`config.mk`:
```
export PLATFORM = sky130hd
export DESIGN_NAME = uart_tx_queue
export DESIGN_NICKNAME = d
export VERILOG_FILES = /design/src/rtl/uart_tx_queue.sv
export SDC_FILE = /design/constraint.sdc
export NUM_CORES = 1
export LEC_CHECK = 0
export CELL_PAD_IN_SITES_DETAIL_PLACEMENT = 0
export CELL_PAD_IN_SITES_GLOBAL_PLACEMENT = 1
export CORE_AREA = 2 2 131 95
export DETAILED_ROUTE_END_ITERATION = 8
export DIE_AREA = 0 0 133 97
export PLACE_DENSITY_LB_ADDON = 0.05
export SLEW_MARGIN = 10
export SYNTH_ARGS = -nofsm -noshare
export SYNTH_HDL_FRONTEND = slang
export SYNTH_SLANG_ARGS = --single-unit
```
`constraint.sdc`:
```
create_clock -name clk -period 4.5 [get_ports clk]
set_clock_uncertainty 0.2 [all_clocks]
set_input_delay 0.675 -clock clk [delete_from_list [all_inputs] [get_ports clk]]
set_output_delay 0.675 -clock clk [all_outputs]
set_load 0.005 [all_outputs]
```
`src/rtl/uart_tx_queue.sv`:
```
`default_nettype none
// ============================================================================
// Module  : uart_tx_queue
// Purpose : Byte FIFO that drains into a UART using a free/transmit handshake.
// Revision: 1.0 - initial release
// ============================================================================
module uart_tx_queue #(
    parameter int DEPTH = 16,
    parameter int ABITS = 4
) (
    input  logic             clk,
    input  logic             rst,
    input  logic             wr_en,
    input  logic [7:0]       wr_data,
    input  logic             flush,
    output logic             full,
    output logic             empty,
    output logic [ABITS:0]   level,
    output logic             overflow,
    input  logic             uart_tx_free,
    output logic             uart_transmit,
    output logic [7:0]       uart_tx_byte,
    output logic             busy
);

    typedef enum logic [1:0] {
        IDLE      = 2'd0,
        LAUNCH    = 2'd1,
        WAIT_BUSY = 2'd2,
        WAIT_FREE = 2'd3
    } state_t;

    localparam logic [ABITS-1:0] c_ptr_one    = ABITS'(1);
    localparam logic [ABITS:0]   c_level_one  = (ABITS + 1)'(1);
    localparam logic [ABITS:0]   c_level_full = (ABITS + 1)'(DEPTH);

    logic [7:0]       fifo_mem [DEPTH];

    state_t           state_q, state_d;
    logic [ABITS-1:0] wr_ptr_q, wr_ptr_d;
    logic [ABITS-1:0] rd_ptr_q, rd_ptr_d;
    logic [ABITS:0]   level_q, level_d;
    logic             full_q, full_d;
    logic             empty_q, empty_d;
    logic             overflow_q, overflow_d;
    logic [7:0]       tx_byte_q, tx_byte_d;
    logic             push;
    logic             pop;

    // A pop in the same cycle never frees room for a write: push looks at full_q only.
    always_comb begin
        push       = wr_en && !flush && !full_q;
        pop        = (state_q == IDLE) && !empty_q && uart_tx_free;
        overflow_d = wr_en && !flush && full_q;

        state_d   = state_q;
        tx_byte_d = tx_byte_q;
        case (state_q)
            IDLE: begin
                if (pop) begin
                    state_d   = LAUNCH;
                    tx_byte_d = fifo_mem[rd_ptr_q];
                end
            end
            LAUNCH:    state_d = WAIT_BUSY;
            WAIT_BUSY: if (!uart_tx_free) state_d = WAIT_FREE;
            WAIT_FREE: if (uart_tx_free) state_d = IDLE;
            default:   state_d = IDLE;
        endcase

        wr_ptr_d = wr_ptr_q;
        rd_ptr_d = rd_ptr_q;
        level_d  = level_q;
        if (flush) begin
            wr_ptr_d = '0;
            rd_ptr_d = '0;
            level_d  = '0;
        end else begin
            if (push) wr_ptr_d = wr_ptr_q + c_ptr_one;
            if (pop)  rd_ptr_d = rd_ptr_q + c_ptr_one;
            if (push && !pop)      level_d = level_q + c_level_one;
            else if (!push && pop) level_d = level_q - c_level_one;
        end

        full_d  = (level_d == c_level_full);
        empty_d = (level_d == '0);
    end

    always_ff @(posedge clk) begin
        if (!rst) begin
            state_q    <= IDLE;
            wr_ptr_q   <= '0;
            rd_ptr_q   <= '0;
            level_q    <= '0;
            full_q     <= 1'b0;
            empty_q    <= 1'b1;
            overflow_q <= 1'b0;
            tx_byte_q  <= 8'h00;
        end else begin
            state_q    <= state_d;
            wr_ptr_q   <= wr_ptr_d;
            rd_ptr_q   <= rd_ptr_d;
            level_q    <= level_d;
            full_q     <= full_d;
            empty_q    <= empty_d;
            overflow_q <= overflow_d;
            tx_byte_q  <= tx_byte_d;
        end
    end

    always_ff @(posedge clk) begin
        if (rst && push) begin
            fifo_mem[wr_ptr_q] <= wr_data;
        end
    end

    assign full          = full_q;
    assign empty         = empty_q;
    assign level         = level_q;
    assign overflow      = overflow_q;
    assign uart_transmit = (state_q == LAUNCH);
    assign uart_tx_byte  = tx_byte_q;
    assign busy          = (state_q != IDLE);

endmodule
`default_nettype wire
```
### Word level (Yosys, flattened, before mapping)

Memories as Yosys holds them, arrays and structs flattened. A register that Yosys moved wholly into a read port is not among the register bits.
Cells that the tools add are included.

| storage, ports and cells | value |
|---|---|
| memories | 1 |
| bits in writable memories | 128 |
| bits of input ports | 13 |
| output and inout port bits | 18 |
| word-level logic and storage cells | 49 |
| register bits after elaboration | 18 |

| cells by class | value |
|---|---|
| equality and inequality tests | 7 |
| multiplexer cells | 9 |
| reduce and logical (&&, ||, !) cells | 20 |
| bitwise gates (word level) | 1 |
| add/subtract/negate cells | 4 |

Memories:

| name | depth | bits a word | read ports | clocked after memory_dff | wr ports | line | text |
|---|---|---|---|---|---|---|---|
| fifo_mem | 16 | 8 | 1 | 1 | 1 | 37 | `logic [7:0] fifo_mem [DEPTH];` |

Operators with widths:

| kind | count |
|---|---|
| $mux 5 | 3 |
| $add 4x1->4 const B | 2 |
| $logic_and 1x1->1 | 8 |
| $pmux 2 s4 | 1 |
| $logic_not 1->1 | 6 |
| $mux 2 | 3 |
| $ne 2x2->1 const B | 3 |
| $add 5x1->5 const B | 1 |
| $eq 5x5->1 const B | 1 |
| $logic_not 5->1 | 1 |
| $sub 5x1->5 const B | 1 |
| $eq 2x2->1 const B | 2 |
| $reduce_and 3->1 | 1 |
| $eq 2x1->1 const B | 1 |
| $logic_not 2->1 | 1 |
| $mux 1 | 2 |
| $reduce_and 2->1 | 1 |
| $reduce_bool 2->1 | 1 |
| $reduce_or 2->1 | 1 |
| $not 1->1 | 1 |

### Longest topological paths before layout

| depth | value |
|---|---|
| depth in word-level cells | 9 |
| gate-level depth with buffers | 8 |
| depth with buffers taken out | 7 |

### Worst setup path before layout

No wires, ideal clock.

| timing | value |
|---|---|
| path type | in2reg |
| from | in flush |
| to | mem fifo_mem[4][0], enable pin |
| setup time | 0.383 ns |
| path slack | 2.171 ns |
| arrival time | 1.745 ns |
| cell stages on the path | 3 |
| data required time | 3.917 ns |
| buffers on the path | 0 |
| path through | nor3b_4 -> nand3_1 -> nor3_1 |

| between the ends | value |
|---|---|
| longest elaborated chain between the ends | 6 |

RTL lines:

| element | line | text |
|---|---|---|
| start: declaration | 15 | `input logic flush,` |
| $logic_not 1->1 | 52 | `push = wr_en && !flush && !full_q;` |
| $logic_and 1x1->1 (2 in series) | 52 |  |
| $logic_and 1x1->1 | 112 | `if (rst && push) begin` |
| $mux 1 | 112 |  |
| $mux 1 (not written as such) | 113 | `fifo_mem[wr_ptr_q] <= wr_data;` |
| end: declaration | 37 |  |

No other way between the ends.

### Worst setup path after layout

| timing | value |
|---|---|
| from | in rst |
| to | mem fifo_mem[1][1], enable pin |

| between the ends | value |
|---|---|
| longest elaborated chain between the ends | 3 |

RTL lines:

| element | line | text |
|---|---|---|
| start: declaration | 12 | `input logic rst,` |
| $logic_and 1x1->1 | 112 |  |
| $mux 1 | 112 |  |
| $mux 1 (not written as such) | 113 |  |

No other way between the ends.

==> results.tsv <==
stage	metric	value	unit
run_status	status	finished clean	
route	drc_errors	0	
sta	clock.fmax	356.2	MHz
cells_and_area	fin_nets	427	
global_routing	grt_pass1_vias	3282	
route	first_iter_violations	256	
synthesis	synth_cells	364	
die	die_x	133	um
worst_setup_path	crit_type	in2reg	
sta	fin_crit_sh	62.39	%
route	postRouteWirelength	12810	um
worst_setup_path	slowest_delay	0.84	ns
route	wire_per_inst	22.39	um
flow_run	maxCapViolCount	0	
sta	tns	0	ns
clock_tree	clk_pin_slew	0.06	ns
route	ant_nets	0	
place	portBuffers	30	
clock_tree	cts_root_buf	clkbuf_16	
synthesis	syn_area	6421	um2
synthesis	syn-num-nets	389	
die	std_cell_rows	33	
clock_tree	cts_sinks	154	
clock_tree	clk_latency	0.41	ns
global_routing	grt_antenna_before_repair	0	
place	placed_area	6782	um2
synthesis	ys_seq_elements	154	
sta	slew_viol_final	0	
sta	rsz0062_at_grt	no	
die	core	11520	um2
sta	setup_viol	0	
worst_setup_path	worst-path-buf-inv	2	
cells_and_area	insertedDiodeCount	0	
synthesis	synth.area.top_cells	edfxtp_1, mux4_1, dfxtp_1	
clock_tree	postCtsSetupBuffers	0	
route	drt_pass1_iterations	7	
clock_tree	tritoncts	done	
sta	fin_crit	2.808	ns
sta	setup_ws	1.692	ns
die	ios	31	
sta	relSlewSlack	43.80	%
power_and_ir_drop	peakVddDrop	0.2838	mV
place	pre_cts_slack	1.286	ns
worst_setup_path	cpMaxStageDelayCell	clkdlybuf4s50_1	
route	vias	3343	
clock_tree	cts_resized	0	
global_routing	grt_pass1_wl	19820	um
clock_tree	ctsHoldBuffers	0	
worst_setup_path	worstSetupStartpoint	rst	
global_routing	grt_overflow_total	0	
synthesis	synth_area_leader_cell	edfxtp_1	
worst_setup_path	cp-start-kind	primary input	
sta	worstMarginPinSlew	0.8430	ns
worst_hold_path	hold_start	uart_tx_byte[5]	
clock_tree	cts_buffers	17	
power_and_ir_drop	total_leakage_power	2.437	nW
die	die_height	97	um
place	dp_hpwl	8552	um
synthesis	synth_most_common_cell	edfxtp_1	
global_routing	grt_max_degree	34	
route	viasPerCell	5.844	
worst_setup_path	cp_top_family	buffers and inverters	
worst_setup_path	rr_startpoint	rd_ptr_q[0]	
cells_and_area	stdcell_area	7345	um2
clock_tree	cts_htree_levels	4	
synthesis	yosysTopAreaCellShare	59.86	%
die	initial_utilization	55.74	%
synthesis	yosysWarningCount	0	
place	gp_congestion	0.8482	
sta	hold_viol	0	
sta	hold_slack	0.2677	ns
synthesis	ys.flop_type	edfxtp_1	
clock_tree	cts_buffer_depth	2	
global_routing	gr-usage-all-layers	21.59	%
synthesis	synth_edf_count	128	
worst_hold_path	hold_path_class	reg2reg	
synthesis	synth_common_cells	edfxtp_1, dfxtp_1, mux4_1	
synthesis	syn_avg_cell_area	17.64	um2
worst_setup_path	required	4.36	ns
synthesis	async_reset_ff_share	0	%
power_and_ir_drop	cellPowerDensity	424.8	nW/um2
cells_and_area	synthToLayoutAreaGrowth	14.38	%
die	die_area	12900	um2
worst_setup_path	arrival	2.67	ns
worst_setup_path	crit_path_end_kind	register	
worst_setup_path	crit_fanout	15	
cells_and_area	drive_above_1_share	12.77	%
worst_setup_path	cp_cell_sequence	clkdlybuf4s50_1 > nand2b_1 > buf_4 > nor4_1 > and2_1	
synthesis	synth_cell_types	53	
synthesis	yosysSeqAreaShare	67.97	%
==> flip-flops by register name (all words and copies together), names as in the netlist <==
| name | flops |
|---|---|
| empty | 1 |
| fifo_mem | 128 |
| full | 1 |
| level | 5 |
| overflow | 1 |
| rd_ptr_q | 4 |
| state_q | 2 |
| uart_tx_byte | 8 |
| wr_ptr_q | 4 |
==> worst reg2reg max path, delay by kind of cell, from the launching register on <==
kind	cells	cell delay (ns)
flops	1	0.87
mux	1	0.74
compound gates	3	0.65
==> layout make-up <==
| class | count | area (um2) |
|---|---|---|
| clock inverter | 12 | 83.83 |
| tap | 157 | 196.4 |
| multi-input combinational | 178 | 1814 |
| fill | 798 | 4175 |
| timing repair buffer | 37 | 352.8 |
| inverter | 14 | 52.55 |
| sequential | 154 | 4365 |
| clock buffer | 20 | 479.2 |
==> final timing paths <==
kind | to | slack [ns] | cells after the start
max | fifo_mem[1][1] | 1.69 | 5
min | uart_tx_byte[5] | 0.27 | 2
max reg2reg | uart_tx_byte[7] | 1.92 | 4
min reg2reg | uart_tx_byte[5] | 0.27 | 2
==> per-stage QoR <==
step	instances	util [%]	total power [mW]
2_1_floorplan	364	-	1.732
3_3_place_gp	540	58.87	1.818
3_5_place_dp	540	58.87	1.822
4_1_cts	572	63.76	3.142
5_1_grt	572	63.76	3.242
6_report	572	63.76	3.120
==> kinds of logic (layout without fill, tap and decap cells) <==
family | Yosys count | after routing | synth area share, %
flip-flops | 154 | 154 | 67.97
AND/OR/NAND/NOR | 83 | 83 | 7.269
XOR/XNOR | 8 | 8 | 1.091
multiplexers | 34 | 34 | 12.94
AO/OA/AOI/OAI | 41 | 41 | 4.618
adder cells (fa/ha/maj) | 12 | 12 | 2.338
buffers and inverters | 32 | 83 | 3.780
==> metal layers <==
metal	global-route usage (%)	vias to the layer above	share of wire, %
met2	28.26	102	41
met5	0	-	0
met3	6.761	13	9.1
li1	-	1545	-
met4	6.121	0	1.0
met1	34.60	1683	48
==> placed cells by master, fill, tap and decap left out, types with 12 or more instances in the layout <==
| master | instances |
|---|---|
| clkbuf_16 | 19 |
| dfxtp_1 | 25 |
| mux4_1 | 24 |
| inv_1 | 14 |
| edfxtp_1 | 128 |
| clkdlybuf4s50_1 | 30 |
| nor2_1 | 20 |
| ha_1 | 12 |
| nand3_1 | 12 |
==> power by group <==
part	internal, mW	switching, mW
Combinational	0.0996	0.112
Sequential	1.56	0.0195
Clock	0.774	0.553
Total	2.44	0.685
Power figures use the tool's default switching activity.
